===== config.mk =====
export PLATFORM = sky130hd
export DESIGN_NAME = cpu_exec_unit_flat
export DESIGN_NICKNAME = d
export VERILOG_FILES = /design/src/rtl/cpu_exec_unit_pkg.sv /design/src/rtl/cpu_exec_unit_if.sv /design/src/rtl/cpu_exec_unit_opcode_decoder.sv /design/src/rtl/cpu_exec_unit.sv /design/src/flat_wrapper.sv
export SDC_FILE = /design/constraint.sdc
export NUM_CORES = 1
export LEC_CHECK = 0
export ABC_AREA = 0
export BUFFER_PORTS_ARGS = -buffer_cell sky130_fd_sc_hd__buf_2
export CELL_PAD_IN_SITES_DETAIL_PLACEMENT = 0
export CELL_PAD_IN_SITES_GLOBAL_PLACEMENT = 1
export CORE_MARGIN = 2
export CORE_UTILIZATION = 34
export CTS_CLUSTER_DIAMETER = 150
export CTS_CLUSTER_SIZE = 25
export DETAILED_ROUTE_END_ITERATION = 6
export PLACE_DENSITY = 0.75
export SYNTH_ARGS = -nofsm -noshare
export SYNTH_HDL_FRONTEND = slang
export SYNTH_SLANG_ARGS = --single-unit

===== constraint.sdc =====
create_clock -name clk -period 1.9 [get_ports clk]
set_input_delay 0.38 -clock clk [delete_from_list [all_inputs] [get_ports clk]]
set_output_delay 0.38 -clock clk [all_outputs]
set_load 0.03 [all_outputs]

===== src/rtl/cpu_exec_unit_pkg.sv =====
// Purpose: shared constants and types for the CPU execute stage.
//   - opcode encodings (NOP..WAIT)
//   - operand-enable bit indices
//   - decoded control bundle type produced by the opcode decoder
package cpu_exec_unit_pkg;

  localparam int OPC_W = 3;
  localparam int EN_W  = 5;

  localparam logic [OPC_W-1:0] OP_NOP  = 3'b000;
  localparam logic [OPC_W-1:0] OP_LDI  = 3'b001;
  localparam logic [OPC_W-1:0] OP_MOV  = 3'b010;
  localparam logic [OPC_W-1:0] OP_ADD  = 3'b011;
  localparam logic [OPC_W-1:0] OP_ADDI = 3'b100;
  localparam logic [OPC_W-1:0] OP_OUT  = 3'b101;
  localparam logic [OPC_W-1:0] OP_CLR  = 3'b110;
  localparam logic [OPC_W-1:0] OP_WAIT = 3'b111;

  // Operand-enable bit positions
  localparam int EN_A_RD  = 0;  // A <= rd_data_a
  localparam int EN_A_IMM = 1;  // A <= imm
  localparam int EN_B_RD  = 2;  // B <= rd_data_b
  localparam int EN_B_IMM = 3;  // B <= imm
  localparam int EN_CLR   = 4;  // A <= 0, B <= 0

  typedef struct packed {
    logic            f_add;
    logic            wr_res;
    logic [EN_W-1:0] en;
  } dec_t;

endpackage


===== src/rtl/cpu_exec_unit_if.sv =====
// Purpose: groups the execute-stage data, control and handshake signals.
//   slave  modport : execute unit (consumes decode/operand inputs, drives results)
//   master modport : surrounding CPU / testbench
// Signals:
//   opcode, rd_data_a, rd_data_b, imm         -> execute inputs
//   fetch_opcode, wait_sel, wait_pol, ready_in -> WAIT / PC-enable inputs
//   result, wr_res, pc_en, pattern_match       <- execute outputs
interface cpu_exec_unit_if #(
  parameter int BUS_WIDTH = 8
);
  logic [2:0]           opcode;
  logic [BUS_WIDTH-1:0] rd_data_a;
  logic [BUS_WIDTH-1:0] rd_data_b;
  logic [BUS_WIDTH-1:0] imm;
  logic [2:0]           fetch_opcode;
  logic                 wait_sel;
  logic                 wait_pol;
  logic                 ready_in;
  logic [BUS_WIDTH-1:0] result;
  logic                 wr_res;
  logic                 pc_en;
  logic                 pattern_match;

  modport slave (
    input  opcode, rd_data_a, rd_data_b, imm,
    input  fetch_opcode, wait_sel, wait_pol, ready_in,
    output result, wr_res, pc_en, pattern_match
  );

  modport master (
    output opcode, rd_data_a, rd_data_b, imm,
    output fetch_opcode, wait_sel, wait_pol, ready_in,
    input  result, wr_res, pc_en, pattern_match
  );
endinterface


===== src/rtl/cpu_exec_unit_opcode_decoder.sv =====
// Purpose: pure combinational opcode decoder for the execute stage.
// Ports:
//   i_opcode  in  3  registered opcode
//   o_dec     out    {f_add, wr_res, en[4:0]} control bundle
module cpu_opcode_decoder
  import cpu_exec_unit_pkg::*;
(
  input  logic [OPC_W-1:0] i_opcode,
  output dec_t             o_dec
);

  always_comb begin
    o_dec = '0;
    case (i_opcode)
      OP_LDI: begin
        o_dec.en[EN_B_IMM] = 1'b1;
        o_dec.wr_res       = 1'b1;
      end
      OP_MOV: begin
        o_dec.en[EN_B_RD] = 1'b1;
        o_dec.wr_res      = 1'b1;
      end
      OP_ADD: begin
        o_dec.en[EN_A_RD] = 1'b1;
        o_dec.en[EN_B_RD] = 1'b1;
        o_dec.f_add       = 1'b1;
        o_dec.wr_res      = 1'b1;
      end
      OP_ADDI: begin
        o_dec.en[EN_A_RD]  = 1'b1;
        o_dec.en[EN_B_IMM] = 1'b1;
        o_dec.f_add        = 1'b1;
        o_dec.wr_res       = 1'b1;
      end
      OP_OUT: begin
        o_dec.en[EN_B_RD] = 1'b1;
      end
      OP_CLR: begin
        // f_add with both operands cleared yields 0 on the adder path
        o_dec.en[EN_CLR] = 1'b1;
        o_dec.f_add      = 1'b1;
        o_dec.wr_res     = 1'b1;
      end
      default: o_dec = '0;  // NOP, WAIT
    endcase
  end

endmodule


===== src/rtl/cpu_exec_unit.sv =====
// Purpose: execute stage of the 8-bit CPU. Latches ALU operands per the
//   decoded opcode, produces the register write data/request and the
//   WAIT-based program-counter enable from the ready_in handshake.
// Ports:
//   clk      in  system clock, rising edge
//   n_reset  in  asynchronous active-low reset
//   bus      cpu_exec_unit_if.slave (see interface header for signal list)
module cpu_exec_unit
  import cpu_exec_unit_pkg::*;
#(
  parameter int BUS_WIDTH    = 8,
  parameter int OPCODE_WIDTH = 3
) (
  input logic            clk,
  input logic            n_reset,
  cpu_exec_unit_if.slave bus
);

  logic [BUS_WIDTH-1:0]    r_opa;
  logic [BUS_WIDTH-1:0]    r_opb;
  logic                    r_f_add_q;
  logic                    r_ready_p;
  dec_t                    w_dec;
  logic [OPCODE_WIDTH-1:0] w_fetch_opcode;
  logic                    w_cond;

  // Modular add: carry out is intentionally dropped
  function automatic logic [BUS_WIDTH-1:0] add_wrap(input logic [BUS_WIDTH-1:0] a,
                                                    input logic [BUS_WIDTH-1:0] b);
    return a + b;
  endfunction

  cpu_opcode_decoder u_dec (
    .i_opcode (bus.opcode),
    .o_dec    (w_dec)
  );

  // Operand / control register stage
  always_ff @(posedge clk or negedge n_reset) begin
    if (!n_reset) begin
      r_opa     <= '0;
      r_opb     <= '0;
      r_f_add_q <= 1'b0;
      r_ready_p <= 1'b0;
    end else begin
      r_f_add_q <= w_dec.f_add;
      r_ready_p <= bus.ready_in;
      if (w_dec.en[EN_CLR]) begin
        r_opa <= '0;
        r_opb <= '0;
      end else begin
        // Immediate source wins over register source for the same operand
        if (w_dec.en[EN_A_IMM])     r_opa <= bus.imm;
        else if (w_dec.en[EN_A_RD]) r_opa <= bus.rd_data_a;
        if (w_dec.en[EN_B_IMM])     r_opb <= bus.imm;
        else if (w_dec.en[EN_B_RD]) r_opb <= bus.rd_data_b;
      end
    end
  end

  // Output / PC-enable logic
  assign w_fetch_opcode    = bus.fetch_opcode;
  assign bus.result        = r_f_add_q ? add_wrap(r_opa, r_opb) : r_opb;
  assign bus.wr_res        = w_dec.wr_res;
  assign bus.pattern_match = ~r_ready_p & bus.ready_in;
  assign w_cond            = bus.wait_sel ? bus.pattern_match : bus.ready_in;
  assign bus.pc_en         = (w_fetch_opcode != OP_WAIT) | (w_cond == bus.wait_pol);

endmodule


===== src/flat_wrapper.sv =====
// flat-port wrapper written by rule: the top's interface ports become plain ports
module cpu_exec_unit_flat import cpu_exec_unit_pkg::*;
#(
  parameter int BUS_WIDTH    = 8,
  parameter int OPCODE_WIDTH = 3
)
  (clk, n_reset, bus_opcode, bus_rd_data_a, bus_rd_data_b, bus_imm, bus_fetch_opcode, bus_wait_sel, bus_wait_pol, bus_ready_in, bus_result, bus_wr_res, bus_pc_en, bus_pattern_match);
  cpu_exec_unit_if #(.BUS_WIDTH(BUS_WIDTH)) bus_i ();
  input logic clk;
  input logic n_reset;
  input wire logic [$bits(bus_i.opcode)-1:0] bus_opcode;
  input wire logic [$bits(bus_i.rd_data_a)-1:0] bus_rd_data_a;
  input wire logic [$bits(bus_i.rd_data_b)-1:0] bus_rd_data_b;
  input wire logic [$bits(bus_i.imm)-1:0] bus_imm;
  input wire logic [$bits(bus_i.fetch_opcode)-1:0] bus_fetch_opcode;
  input wire logic [$bits(bus_i.wait_sel)-1:0] bus_wait_sel;
  input wire logic [$bits(bus_i.wait_pol)-1:0] bus_wait_pol;
  input wire logic [$bits(bus_i.ready_in)-1:0] bus_ready_in;
  output wire logic [$bits(bus_i.result)-1:0] bus_result;
  output wire logic [$bits(bus_i.wr_res)-1:0] bus_wr_res;
  output wire logic [$bits(bus_i.pc_en)-1:0] bus_pc_en;
  output wire logic [$bits(bus_i.pattern_match)-1:0] bus_pattern_match;
  assign bus_i.opcode = bus_opcode;
  assign bus_i.rd_data_a = bus_rd_data_a;
  assign bus_i.rd_data_b = bus_rd_data_b;
  assign bus_i.imm = bus_imm;
  assign bus_i.fetch_opcode = bus_fetch_opcode;
  assign bus_i.wait_sel = bus_wait_sel;
  assign bus_i.wait_pol = bus_wait_pol;
  assign bus_i.ready_in = bus_ready_in;
  assign bus_result = bus_i.result;
  assign bus_wr_res = bus_i.wr_res;
  assign bus_pc_en = bus_i.pc_en;
  assign bus_pattern_match = bus_i.pattern_match;
  cpu_exec_unit #(.BUS_WIDTH(BUS_WIDTH), .OPCODE_WIDTH(OPCODE_WIDTH)) u_core (.clk(clk), .n_reset(n_reset), .bus(bus_i));
endmodule

==> results.toml <==
[worst_setup_path]
rrSetupSlack_ns = 0.60
worst_setup_path_end_kind = "primary output"
rr_worst_depth = 5
start_kind = "flip-flop"
crit_required_ns = 1.52
critPathMaxFanout = 4
path_class = "reg2out"
cp_data_arrival_time_ns = 2.12

[floorplan]
ioPinCount = 46
die_y_um = 71.4
start_util = 0.355
dieArea_mm2 = 0.00510
die_x_um = 71.4
rows = 24
coreArea_mm2 = 0.00435

[yosys]
yosys_warnings = 0
ys_seq_elements = 18
yosysTopAreaCell = "dfrtp_1"
syn_inst = 181
synth_top_area_share = 0.291
ys_seq_area_frac = 0.291
synth_common_cells = "27 x nand2_1, 18 x dfrtp_1, 13 x a21oi_1, 13 x a221oi_1, 10 x nor2_1"
syn_area_mm2 = 0.00155
synth_nets = 224
synth.distinct_cells = 44
yosysMostFrequentCell = "nand2_1"
avgSynthCellArea_um2 = 8.54
synthFlopType = "dfrtp_1"
synth_edf_count = 0
synth_area_leaders = "dfrtp_1 29%, a221oi_1 7.4%, nand2_1 6.6%, ha_1 5.7%, mux2_2 5.1%"
synthArstFlopShare = 1.00

[timing]
skew_ns = 0
tightestPinTransition_ns = 0.475
fin_ws_ns = -0.604
setup_viol = 7
fin_crit_sh = 1.32
rsz0062_at_grt = "yes"
relSlewSlack = 0.683
fin_hold_ws_ns = 0.0486
hold_violations = 0
maxSlewViolCount = 0
fin_setup_tns_ns = -3.26
min_period_ns = 2.50
fmax_mhz = 399

[pwr]
powerDensity_mw_per_mm2 = 745
leakagePower_nw = 1.06
p_sw_frac = 0.369
netSwitchingPower_mw = 0.627
combPwrFrac = 0.537
ir_drop_uv = 391
pwr-share-clk = 0.190
seqPwrFrac = 0.272
p_int_mw = 1.07

[global_route]
grtUsageTotal = 0.176
grt_max_degree = 22
grt_overflow = 0
grt_pass1_wl_um = 7270
antenna_found_initial = 0
grt_pass1_vias = 1603

[run_status]
status = "complete, but fails checks"
violations = "setup timing"

[placement]
dp.cells = 301
place_area_mm2 = 0.00207
hpwl_um = 3310
portBuffers = 45
gp_congestion = 0.826

[cells_and_area]
diodes = 0
final_area_mm2 = 0.00228
layout-drive-gt1-share = 0.473
synthToLayoutAreaGrowth_pct = 47.6
fin_cells = 310
fin_nets = 302

[route]
wl_um = 4430
dr.pass1.iters = 5
drc = 0
drtAntennaViolNets = 0
viasPerCell = 5.35
first_iter_violations = 55
vias = 1658
wl_per_cell_um = 14.3

[clock_tree]
clock_path_buffers = 2
clock_latency_ns = 0.26
clkTransAtPathRegs_ns = 0.08
cts_buffers = 3
clock_sinks = 18
cts_tree = "done"
root_buffer = "clkbuf_8"
cts_htree_levels = 1

[worst_hold_path]
hold_path.class = "in2async"

[job]
maxCapViolCount = 0
[power by group through the flow]
stage | combinational (mW) | sequential [mW] | clock, mW
2_1_floorplan | 0.491 | 0.463 | 0
3_3_place_gp | 0.767 | 0.463 | 0
3_5_place_dp | 0.776 | 0.465 | 0
6_report | 0.913 | 0.463 | 0.323
5_1_grt | 0.993 | 0.468 | 0.349
4_1_cts | 0.881 | 0.460 | 0.329
[repair_timing]
item	CTS	global route
hold buffers	0	0
endpoints found under the setup margin	7	7
pin swaps	7	5
cloned	0	0
setup buffers	3	2
gates resized for setup	30	4
[placed cells by master, fill, tap and decap left out, types with 2 or more instances in the layout]
master / count
buf_2: 38
buf_4: 38
nand2_1: 27
dfrtp_1: 18
a221oi_1: 13
a21oi_1: 12
nor2_1: 9
a31oi_1: 9
buf_6: 8
mux2i_1: 7
mux2_2: 6
inv_2: 4
o21ai_0: 4
ha_1: 4
clkbuf_8: 4
inv_1: 3
o21ai_2: 3
xnor2_1: 3
a21o_1: 3
nor3_1: 3
nor2b_1: 3
a22oi_1: 3
a21oi_2: 2
mux2_4: 2
a211oi_2: 2
nor2_2: 2
xor2_1: 2
a211oi_1: 2
ha_4: 2
[sequential cells by signal, indices dropped and copies added (netlist names)]
signal            cells
u_core.r_f_add_q      1
u_core.r_opa          8
u_core.r_opb          8
u_core.r_ready_p      1
[through the flow]
stage | power, mW | worst slack (ns) | utilization
after global placement | 1.23 | -0.375 | 0.475
after CTS | 1.67 | -0.643 | 0.514
after detailed placement | 1.24 | -0.411 | 0.475
after global routing | 1.81 | -0.763 | 0.524
final | 1.70 | -0.604 | 0.524
after floorplan | 0.955 | -0.228 | -
[routing by layer]
metal  part of all wire  vias up  GRT usage  routed length [um]
li1                   -      843          -                   -
met1               0.47      780      0.243                2080
met2               0.50       31      0.303                2200
met3              0.025        4     0.0127                 113
met4             0.0088        0     0.0377                  39
met5                  0        -          0                   0
[area by class of cell]
cell class	instances	area (um^2)
clock buffers	4	55.1
repair buffers	84	566
inverters	8	30.0
well taps	52	65.1
fillers	399	2070
flip-flops and latches	18	450
multi-input cells	144	1120
[cells by family (layout without fill, tap and decap cells)]
| kind of cell | after synthesis | in the layout | share of synthesized area |
|---|---|---|---|
| buf+inv | 19 | 96 | 0.0566 |
| flops | 18 | 18 | 0.291 |
| xor+xnor | 5 | 5 | 0.0283 |
| mux | 15 | 15 | 0.106 |
| fa+ha+maj | 8 | 8 | 0.0696 |
| simple gates | 50 | 50 | 0.140 |
| compound gates | 66 | 66 | 0.308 |
[worst max-delay path, stage by stage (launching register included)]
cell and delay [ns]:
dfrtp_1 0.39, ha_1 0.30, a211oi_4 0.29, nor2_2 0.09
a221oi_2 0.28, xor2_1 0.14, o32ai_4 0.22, buf_6 0.16
[final timing paths]
path	start	endpoint
worst max-delay path	u_core.r_opb[2]$_DFFE_PN0P_	bus_result[7]
worst min register to register	u_core.r_opa[7]$_DFFE_PN0P_	u_core.r_opa[7]$_DFFE_PN0P_
min in group clk	bus_ready_in	u_core.r_ready_p$_DFF_PN0_
worst max register to register	u_core.r_opb[0]$_DFFE_PN0P_	u_core.r_opb[0]$_DFFE_PN0P_
max in group asynchronous	n_reset	u_core.r_f_add_q$_DFF_PN0_
worst min-delay path	n_reset	u_core.r_opa[7]$_DFFE_PN0P_
(Power assumes the default switching activity.)
